### src/rtl/pipe_hazard_ctrl_pkg.sv
// pipe_hazard_ctrl_pkg: state encoding and default widths for the hazard controller
package pipe_hazard_ctrl_pkg;
    typedef enum logic [1:0] {
        RUN      = 2'd0,
        MUL_WAIT = 2'd1,
        DRAIN    = 2'd2,
        HALT     = 2'd3
    } hz_state_t;
    localparam int REG_AW_D  = 5;
    localparam int MUL_LAT_D = 3;
    localparam int CNT_W_D   = 16;
endpackage

### src/rtl/pipe_hazard_ctrl_if.sv
// pipe_hazard_ctrl_if: pipeline status in, stall/flush controls and perf counters out
interface pipe_hazard_ctrl_if
    import pipe_hazard_ctrl_pkg::*;
#(
    parameter int REG_AW = REG_AW_D,
    parameter int CNT_W  = CNT_W_D
);
    logic [REG_AW-1:0] id_rs1;
    logic [REG_AW-1:0] id_rs2;
    logic              id_rs1_used;
    logic              id_rs2_used;
    logic              ex_valid;
    logic [REG_AW-1:0] ex_rd;
    logic              ex_is_load;
    logic              ex_is_mul;
    logic              ex_branch_taken;
    logic              imem_ready;
    logic              halt_req;
    logic              pc_we;
    logic              if_id_we;
    logic              if_id_flush;
    logic              id_ex_bubble;
    logic              ex_hold;
    logic              halted;
    logic [1:0]        state_o;
    logic [CNT_W-1:0]  stall_cnt;
    logic [CNT_W-1:0]  flush_cnt;
    modport master (
        output id_rs1, id_rs2, id_rs1_used, id_rs2_used, ex_valid, ex_rd, ex_is_load,
               ex_is_mul, ex_branch_taken, imem_ready, halt_req,
        input  pc_we, if_id_we, if_id_flush, id_ex_bubble, ex_hold, halted, state_o,
               stall_cnt, flush_cnt
    );
    modport slave (
        input  id_rs1, id_rs2, id_rs1_used, id_rs2_used, ex_valid, ex_rd, ex_is_load,
               ex_is_mul, ex_branch_taken, imem_ready, halt_req,
        output pc_we, if_id_we, if_id_flush, id_ex_bubble, ex_hold, halted, state_o,
               stall_cnt, flush_cnt
    );
endinterface

### src/rtl/pipe_hazard_ctrl_lu_hazard_detect.sv
// lu_hazard_detect: flags an ID source read of a register a load in EX has not produced yet
module lu_hazard_detect
    import pipe_hazard_ctrl_pkg::*;
#(
    parameter int REG_AW = REG_AW_D
) (
    input  logic [REG_AW-1:0] id_rs1,
    input  logic [REG_AW-1:0] id_rs2,
    input  logic              id_rs1_used,
    input  logic              id_rs2_used,
    input  logic              ex_valid,
    input  logic [REG_AW-1:0] ex_rd,
    input  logic              ex_is_load,
    output logic              hazard
);
    // r0 is hardwired zero, so a load into it never creates a dependency
    assign hazard = ex_valid && ex_is_load && (ex_rd != '0) &&
                    ((id_rs1_used && id_rs1 == ex_rd) || (id_rs2_used && id_rs2 == ex_rd));
endmodule

### src/rtl/pipe_hazard_ctrl.sv
// pipe_hazard_ctrl: stall/flush FSM for the IF/ID/EX/WB pipeline with saturating perf counters
module pipe_hazard_ctrl
    import pipe_hazard_ctrl_pkg::*;
#(
    parameter int REG_AW  = REG_AW_D,
    parameter int MUL_LAT = MUL_LAT_D,
    parameter int CNT_W   = CNT_W_D
) (
    input logic               clk,
    input logic               rst,
    pipe_hazard_ctrl_if.slave hz
);
    localparam int CW = $clog2(MUL_LAT);
    hz_state_t        state, nxt;
    logic [CW-1:0]    cnt, cnt_nxt;
    logic             halt_pend, halted, lu;
    logic             pc_we, if_id_we, if_id_flush, id_ex_bubble, ex_hold, inc_flush;
    logic [CNT_W-1:0] stall_cnt, flush_cnt;

    lu_hazard_detect #(.REG_AW(REG_AW)) u_lu (
        .id_rs1      (hz.id_rs1),
        .id_rs2      (hz.id_rs2),
        .id_rs1_used (hz.id_rs1_used),
        .id_rs2_used (hz.id_rs2_used),
        .ex_valid    (hz.ex_valid),
        .ex_rd       (hz.ex_rd),
        .ex_is_load  (hz.ex_is_load),
        .hazard      (lu)
    );

    always_comb begin
        pc_we        = 1'b1;
        if_id_we     = 1'b1;
        if_id_flush  = 1'b0;
        id_ex_bubble = 1'b0;
        ex_hold      = 1'b0;
        inc_flush    = 1'b0;
        nxt          = state;
        cnt_nxt      = cnt;
        if (!rst) begin
            pc_we        = 1'b0;
            if_id_flush  = 1'b1;
            id_ex_bubble = 1'b1;
        end else begin
            case (state)
                RUN: begin
                    if (hz.ex_branch_taken) begin
                        if_id_flush  = 1'b1;
                        id_ex_bubble = 1'b1;
                        inc_flush    = 1'b1;
                    end else if (hz.ex_valid && hz.ex_is_mul) begin
                        pc_we    = 1'b0;
                        if_id_we = 1'b0;
                        ex_hold  = 1'b1;
                        cnt_nxt  = CW'(MUL_LAT - 2);
                        nxt      = MUL_WAIT;
                    end else if (lu) begin
                        pc_we        = 1'b0;
                        if_id_we     = 1'b0;
                        id_ex_bubble = 1'b1;
                    end else if (hz.halt_req || halt_pend) begin
                        pc_we       = 1'b0;
                        if_id_flush = 1'b1;
                        cnt_nxt     = CW'(1);
                        nxt         = DRAIN;
                    end else if (!hz.imem_ready) begin
                        pc_we       = 1'b0;
                        if_id_flush = 1'b1;
                    end
                end
                // release cycle uses plain RUN defaults: EX still shows the finishing MUL
                MUL_WAIT: begin
                    if (cnt != '0) begin
                        pc_we    = 1'b0;
                        if_id_we = 1'b0;
                        ex_hold  = 1'b1;
                        cnt_nxt  = cnt - 1'b1;
                    end else nxt = RUN;
                end
                DRAIN: begin
                    pc_we       = 1'b0;
                    if_id_flush = 1'b1;
                    if (cnt != '0) cnt_nxt = cnt - 1'b1;
                    else nxt = HALT;
                end
                default: begin
                    pc_we       = 1'b0;
                    if_id_flush = 1'b1;
                end
            endcase
        end
    end

    always_ff @(posedge clk or negedge rst) begin
        if (!rst) begin
            state     <= RUN;
            cnt       <= '0;
            halt_pend <= 1'b0;
            halted    <= 1'b0;
            stall_cnt <= '0;
            flush_cnt <= '0;
        end else begin
            state     <= nxt;
            cnt       <= cnt_nxt;
            halt_pend <= (state == RUN) ? (halt_pend && nxt != DRAIN) : (halt_pend || hz.halt_req);
            halted    <= (nxt == HALT);
            if (!pc_we && state != HALT && stall_cnt != '1) stall_cnt <= stall_cnt + 1'b1;
            if (inc_flush && flush_cnt != '1) flush_cnt <= flush_cnt + 1'b1;
        end
    end

    assign hz.pc_we        = pc_we;
    assign hz.if_id_we     = if_id_we;
    assign hz.if_id_flush  = if_id_flush;
    assign hz.id_ex_bubble = id_ex_bubble;
    assign hz.ex_hold      = ex_hold;
    assign hz.halted       = halted;
    assign hz.state_o      = state;
    assign hz.stall_cnt    = stall_cnt;
    assign hz.flush_cnt    = flush_cnt;
endmodule

### src/flat_wrapper.sv
// flat-port wrapper written by rule: the top's interface ports become plain ports
module pipe_hazard_ctrl_flat import pipe_hazard_ctrl_pkg::*;
#(
    parameter int REG_AW  = REG_AW_D,
    parameter int MUL_LAT = MUL_LAT_D,
    parameter int CNT_W   = CNT_W_D
)
  (clk, rst, hz_id_rs1, hz_id_rs2, hz_id_rs1_used, hz_id_rs2_used, hz_ex_valid, hz_ex_rd, hz_ex_is_load, hz_ex_is_mul, hz_ex_branch_taken, hz_imem_ready, hz_halt_req, hz_pc_we, hz_if_id_we, hz_if_id_flush, hz_id_ex_bubble, hz_ex_hold, hz_halted, hz_state_o, hz_stall_cnt, hz_flush_cnt);
  pipe_hazard_ctrl_if #(.REG_AW(REG_AW), .CNT_W(CNT_W)) hz_i ();
  input logic clk;
  input logic rst;
  input wire logic [$bits(hz_i.id_rs1)-1:0] hz_id_rs1;
  input wire logic [$bits(hz_i.id_rs2)-1:0] hz_id_rs2;
  input wire logic [$bits(hz_i.id_rs1_used)-1:0] hz_id_rs1_used;
  input wire logic [$bits(hz_i.id_rs2_used)-1:0] hz_id_rs2_used;
  input wire logic [$bits(hz_i.ex_valid)-1:0] hz_ex_valid;
  input wire logic [$bits(hz_i.ex_rd)-1:0] hz_ex_rd;
  input wire logic [$bits(hz_i.ex_is_load)-1:0] hz_ex_is_load;
  input wire logic [$bits(hz_i.ex_is_mul)-1:0] hz_ex_is_mul;
  input wire logic [$bits(hz_i.ex_branch_taken)-1:0] hz_ex_branch_taken;
  input wire logic [$bits(hz_i.imem_ready)-1:0] hz_imem_ready;
  input wire logic [$bits(hz_i.halt_req)-1:0] hz_halt_req;
  output wire logic [$bits(hz_i.pc_we)-1:0] hz_pc_we;
  output wire logic [$bits(hz_i.if_id_we)-1:0] hz_if_id_we;
  output wire logic [$bits(hz_i.if_id_flush)-1:0] hz_if_id_flush;
  output wire logic [$bits(hz_i.id_ex_bubble)-1:0] hz_id_ex_bubble;
  output wire logic [$bits(hz_i.ex_hold)-1:0] hz_ex_hold;
  output wire logic [$bits(hz_i.halted)-1:0] hz_halted;
  output wire logic [$bits(hz_i.state_o)-1:0] hz_state_o;
  output wire logic [$bits(hz_i.stall_cnt)-1:0] hz_stall_cnt;
  output wire logic [$bits(hz_i.flush_cnt)-1:0] hz_flush_cnt;
  assign hz_i.id_rs1 = hz_id_rs1;
  assign hz_i.id_rs2 = hz_id_rs2;
  assign hz_i.id_rs1_used = hz_id_rs1_used;
  assign hz_i.id_rs2_used = hz_id_rs2_used;
  assign hz_i.ex_valid = hz_ex_valid;
  assign hz_i.ex_rd = hz_ex_rd;
  assign hz_i.ex_is_load = hz_ex_is_load;
  assign hz_i.ex_is_mul = hz_ex_is_mul;
  assign hz_i.ex_branch_taken = hz_ex_branch_taken;
  assign hz_i.imem_ready = hz_imem_ready;
  assign hz_i.halt_req = hz_halt_req;
  assign hz_pc_we = hz_i.pc_we;
  assign hz_if_id_we = hz_i.if_id_we;
  assign hz_if_id_flush = hz_i.if_id_flush;
  assign hz_id_ex_bubble = hz_i.id_ex_bubble;
  assign hz_ex_hold = hz_i.ex_hold;
  assign hz_halted = hz_i.halted;
  assign hz_state_o = hz_i.state_o;
  assign hz_stall_cnt = hz_i.stall_cnt;
  assign hz_flush_cnt = hz_i.flush_cnt;
  pipe_hazard_ctrl #(.REG_AW(REG_AW), .MUL_LAT(MUL_LAT), .CNT_W(CNT_W)) u_core (.clk(clk), .rst(rst), .hz(hz_i));
endmodule
### config.mk
export PLATFORM = sky130hd
export DESIGN_NAME = pipe_hazard_ctrl_flat
export DESIGN_NICKNAME = d
export VERILOG_FILES = /design/src/rtl/pipe_hazard_ctrl_pkg.sv /design/src/rtl/pipe_hazard_ctrl_if.sv /design/src/rtl/pipe_hazard_ctrl_lu_hazard_detect.sv /design/src/rtl/pipe_hazard_ctrl.sv /design/src/flat_wrapper.sv
export SDC_FILE = /design/constraint.sdc
export NUM_CORES = 1
export LEC_CHECK = 0
export CAP_MARGIN = 20
export CORE_MARGIN = 10
export CORE_UTILIZATION = 35
export DETAILED_ROUTE_END_ITERATION = 10
export PLACE_DENSITY = 0.66
export SYNTH_ARGS = -nofsm -noshare
export SYNTH_HDL_FRONTEND = slang
export SYNTH_SLANG_ARGS = --single-unit
### constraint.sdc
create_clock -name clk -period 3.9 [get_ports clk]
set_input_delay 0.975 -clock clk [delete_from_list [all_inputs] [get_ports clk]]
set_output_delay 0.975 -clock clk [all_outputs]
set_load 0.05 [all_outputs]
# Yosys cells after proc, flatten, opt, wreduce, memory -nomap -nowiden
# Cells that the tools add are included.
[totals] register_bits=38 output_inout_bits=40 word_cells=89
[op_classes] n_reduce_logical=19 mux=48 n_eq_ne=13 n_addsub=3
[ops] cell="$add 16x1->16 const B" count=2
[ops] cell="$ne 16x16->1 const B" count=2
[ops] cell="$mux 1" count=30
[ops] cell="$mux 2" count=12
[ops] cell="$eq 5x5->1" count=2
[ops] cell="$logic_and 1x1->1" count=10
[ops] cell="$pmux 1 s2" count=4
[ops] cell="$ne 2x2->1 const B" count=3
[ops] cell="$pmux 2 s3" count=1
[ops] cell="$reduce_and 6->1" count=1
[ops] cell="$reduce_bool 5->1" count=1
[ops] cell="$eq 2x2->1 const B" count=2
[ops] cell="$pmux 2 s2" count=1
[ops] cell="$reduce_bool 2->1" count=2
[ops] cell="$ne 3x1->1 const B" count=1
[ops] cell="$ne 3x3->1 const B" count=1
[ops] cell="$eq 2x1->1 const B" count=1
[ops] cell="$logic_not 2->1" count=1
[ops] cell="$logic_or 1x1->1" count=2
[ops] cell="$ne 2x1->1 const B" count=1
[ops] cell="$reduce_or 2->1" count=1
[ops] cell="$sub 2x1->2 const B" count=1
[ops] cell="$logic_not 1->1" count=1

# Logic depth before layout (Yosys ltp)
[logic_depth] ltp_word=12 depth_mapped=9 ltp_nobuf=8

# By module
# Synthesis repeated with hierarchy kept, for this count alone.
[hier_totals] cells_unflattened=207 area_unflattened_um2=2159.6
[modules_own_cells] module="pipe_hazard_ctrl" seq_area_each_um2=950.9 cells_each=190 area_each_um2=2024.4 instances=1
[modules_own_cells] module="lu_hazard_detect" seq_area_each_um2=0.0 cells_each=17 area_each_um2=135.1 instances=1

# Worst setup path after synthesis
# OpenSTA, ideal clock, no wires.
[synth_timing] kind="in2out" startpoint="in hz_ex_rd[2]" endpoint="out hz_id_ex_bubble" stages=6 t_arrival_ns=3.027 t_required_ns=2.925 n_path_buf=0 path_slack_ns=-0.102 path_cell_list="xor2_1 > nor4_2 > a32oi_1 > nor2_1 > a21oi_1 > o21ai_0"
[synth_via] elab_chain_cells=9 elab_cells_between_ends=13 cone_classes="eq/ne (2); mux (5); reduce/logical (6)"
[synth_rtl] element="start: declaration" line_no="flat_wrapper.sv:17" rtl="input wire logic [$bits(hz_i.ex_rd)-1:0] hz_ex_rd;"
[synth_rtl] element="$eq 5x5->1" line_no="pipe_hazard_ctrl_lu_hazard_detect.sv:18" rtl="((id_rs1_used && id_rs1 == ex_rd) || (id_rs2_used && id_rs2 == ex_rd));"
[synth_rtl] element="$logic_and 1x1->1" line_no="pipe_hazard_ctrl_lu_hazard_detect.sv:18"
[synth_rtl] element="$logic_or 1x1->1" line_no="pipe_hazard_ctrl_lu_hazard_detect.sv:18"
[synth_rtl] element="$logic_and 1x1->1 *" line_no="pipe_hazard_ctrl_lu_hazard_detect.sv:17" rtl="assign hazard = ex_valid && ex_is_load && (ex_rd != '0) &&"
[synth_rtl] element="$mux 1 *" line_no="pipe_hazard_ctrl.sv:57" rtl="end else if (lu) begin"
[synth_rtl] element="$mux 1 *" line_no="pipe_hazard_ctrl.sv:51" rtl="end else if (hz.ex_valid && hz.ex_is_mul) begin"
[synth_rtl] element="$mux 1 *" line_no="pipe_hazard_ctrl.sv:47" rtl="if (hz.ex_branch_taken) begin"
[synth_rtl] element="$mux 1 *" line_no="pipe_hazard_ctrl.sv:45" rtl="case (state)"
[synth_rtl] element="$mux 1 *" line_no="pipe_hazard_ctrl.sv:40" rtl="if (!rst) begin"
[synth_rtl] element="end: declaration" line_no="flat_wrapper.sv:26" rtl="output wire logic [$bits(hz_i.id_ex_bubble)-1:0] hz_id_ex_bubble;"
# Every way passes the cells marked *; elsewhere a longest branch is shown, timed or not.

# Worst setup path after layout
[layout_timing] startpoint="in hz_id_rs2[0]" endpoint="out hz_if_id_flush"
[layout_via] elab_chain_cells=9
[layout_rtl] element="start: declaration" line_no="flat_wrapper.sv:13" rtl="input wire logic [$bits(hz_i.id_rs2)-1:0] hz_id_rs2;"
[layout_rtl] element="$eq 5x5->1" line_no="pipe_hazard_ctrl_lu_hazard_detect.sv:18"
[layout_rtl] element="$logic_and 1x1->1" line_no="pipe_hazard_ctrl_lu_hazard_detect.sv:18"
[layout_rtl] element="$logic_or 1x1->1" line_no="pipe_hazard_ctrl_lu_hazard_detect.sv:18"
[layout_rtl] element="$logic_and 1x1->1" line_no="pipe_hazard_ctrl_lu_hazard_detect.sv:17"
[layout_rtl] element="$mux 1" line_no="pipe_hazard_ctrl.sv:57"
[layout_rtl] element="$mux 1" line_no="pipe_hazard_ctrl.sv:51"
[layout_rtl] element="$mux 1" line_no="pipe_hazard_ctrl.sv:47"
[layout_rtl] element="$pmux 1 s2" line_no="pipe_hazard_ctrl.sv:45"
[layout_rtl] element="$mux 1" line_no="pipe_hazard_ctrl.sv:40"
[layout_rtl] element="end: declaration" line_no="flat_wrapper.sv:25" rtl="output wire logic [$bits(hz_i.if_id_flush)-1:0] hz_if_id_flush;"
# Every way passes these cells.

==> impl_metrics.ini <==
[final_layout]
drive_above_1_share = 0.123
syn_to_final_growth_pct = 39.5
final_cells = 369
diodes = 0
fin_nets = 325
n_fill_cell = 608

[logic_synthesis]
synth_ff_type = dfrtp_1
synth_top_family_by_area = simple AND/OR/NAND/NOR gates
synth_common_cells = 38 x dfrtp_1, 27 x xnor2_1, 19 x nand2_1
synth_largest_area_cell = dfrtp_1
synth_fa_ha_area_frac = 0.0498
postSynth.asyncResetShare = 1.00
syn_inst = 220
ys_ff_latch = 38
synth-edff-count = 0
synth_area_per_cell_um2 = 10.3
synth_top_cell_area_share = 0.420
synth_compound_area_frac = 0.109
synth_cell_types = 49
syn_area_um2 = 2260
syn_nets = 254
yosysWarnings = 0
ys_seq_area_frac = 0.420
synth.mux.area_fraction = 0.0210
yosysMostFrequentCell = dfrtp_1
synth_xor_area_frac = 0.155
synth_area_leaders = dfrtp_1 42%, xnor2_1 10%, xor2_1 5.0%
synth-simple-area-share = 0.215

[placement]
io_buffers = 64
numPlacedInstances = 361
dpl.hpwl_um = 4400
routabilityCongestion = 0.850

[drt]
drt_wl_total_um = 5730
ant_nets = 0
drcViolationCount = 0
vias = 1839
avgViaCountPerCell = 4.98
drtIter0Drc = 42
avgRoutedWirePerCell_um = 15.5
drt_pass1_iterations = 4

[die]
coreArea_um2 = 6310
rows = 29
io_pins = 65
die_w_um = 100
start_util = 0.359
dieHeight_um = 100
die_area_um2 = 10100

[setup_path]
required_ns = 2.92
start_kind = primary input
cp.arrival_ns = 2.83
crit_type = primary input to primary output
worstPathMaxFanout = 4
end_kind = primary output

[pwr]
power.density_nw_per_um2 = 613
ir_drop_mv = 0.685
p_leak_nw = 1.35
total_power_mw = 1.93

[global_routing]
grt_pass1_vias = 1922
grt_antenna_before_repair = 0
grt_usage = 0.114
grt_max_degree = 23
grt_first_pass_wirelength_um = 9470
grt_overflow_total = 0

[timing]
final.setup.tns_ns = 0
setup_viol = 0
slew_headroom = 0.636
fin_skew_ns = 0.00900
tightest_slew_ns = 0.543
fmax_ghz = 0.263
fin_crit_sh = 0.975
period_minus_slack_ns = 3.80
slew_viol_final = 0
timing.final.hold_violations = 0

[clocking]
insertion_delay_ns = 0.29
cts_made_buffers = 5
htree_num_levels = 2
cts_max_path_buffers = 2
clkSinkCount = 38
root_buffer = clkbuf_8
clk_pin_slew_worst_paths_ns = 0.07
ctsHoldBuffers = 0
tritoncts = done

[min_path]
hold_class = register to register

[run_status]
outcome = finished, final reports clean

[flow_run]
cap_viol_max_count = 0
-- state kept, by name (all words and copies together), names as in the netlist --
signal / cells
u_core.cnt: 2
u_core.hz.stall_cnt: 16
u_core.hz.flush_cnt: 16
u_core.halt_pend: 1
u_core.hz.state_o: 2
u_core.hz.halted: 1
-- layer usage --
layer  share of wire  global-route usage  wire, µm  up-vias
met1            0.43               0.139      2470      881
met4          0.0073              0.0326        42        0
li1                -                   -         -      913
met3           0.082              0.0495       469        4
met2            0.48               0.180      2750       41
met5               0                   0         0        -
-- worst paths after layout --
| check | startpoint | cells past startpoint | slack, ns | to |
|---|---|---|---|---|
| worst max-delay path | hz_id_rs2[0] | 8 | 0.1 | hz_if_id_flush |
| worst min-delay path | u_core.hz.flush_cnt[4] | 1 | 0.50 | u_core.hz.flush_cnt[4] |
| worst max register to register | u_core.hz.state_o[0] | 8 | 1.49 | u_core.hz.stall_cnt[1] |
| worst min register to register | u_core.hz.flush_cnt[4] | 1 | 0.50 | u_core.hz.flush_cnt[4] |
| max in group asynchronous | rst | 2 | 2.97 | u_core.hz.stall_cnt[4] |
| min in group asynchronous | rst | 2 | 0.70 | u_core.hz.flush_cnt[14] |
-- area by class of cell --
class                           instances  area (µm²)  area share
Inverter                                9        33.8      0.0107
Clock buffer                            6        72.6      0.0230
Tap cell                               77        96.3      0.0305
Timing Repair Buffer                   69         731       0.231
Clock inverter                          2        13.8     0.00436
Sequential cell                        38         951       0.301
Multi-Input combinational cell        168        1260       0.399
-- where the power goes --
group          internal, mW  switching, mW
logic                 0.423          0.648
clock network         0.126          0.141
registers             0.484          0.113
total                  1.03          0.901
-- through the flow --
stage	area (µm²)	utilization	setup WS (ns)	hold slack, ns
after floorplan	2260	-	0.265	0.489
after global placement	3050	0.483	0.0963	0.481
after detailed placement	3050	0.483	0.00418	0.489
after CTS	3140	0.497	0.00758	0.500
after global routing	3160	0.500	-0.0577	0.516
final	3160	0.500	0.0956	0.498
-- layout by cell type, fill, tap and decap left out, types with 4 or more instances in the layout --
cell type,count
clkdlybuf4s50_1,55
dfrtp_1,38
xnor2_1,27
nand2_1,19
nor2_1,15
xor2_1,13
nand3_1,12
nand4_1,11
inv_1,9
ha_1,9
and3_1,5
clkbuf_8,5
buf_12,5
buf_4,5
a21oi_1,4
-- cell families after synthesis --
group                      count (synthesis)
adders and majority gates                  9
and+or+nand+nor                           88
muxes                                      4
AOI/OAI and AO/OA                         27
xor gates and xnor gates                  40
buffers and inverters                     14
DFF                                       38
-- critical path, cell delays in order --
cell and delay, ns:
clkdlybuf4s50_1 0.42, xor2_1 0.17, nor4_2 0.31, a32oi_1 0.17, nor2_2 0.24, a211oi_2 0.07
a211o_1 0.31, buf_12 0.16
-- timing repair --
| item | 4_1_cts | 5_1_grt |
|---|---|---|
| setup buffers | 0 | 0 |
| setup endpoints to repair | 0 | 2 |
| gates resized for setup | 0 | 6 |
Power figures use the tool's default switching activity.
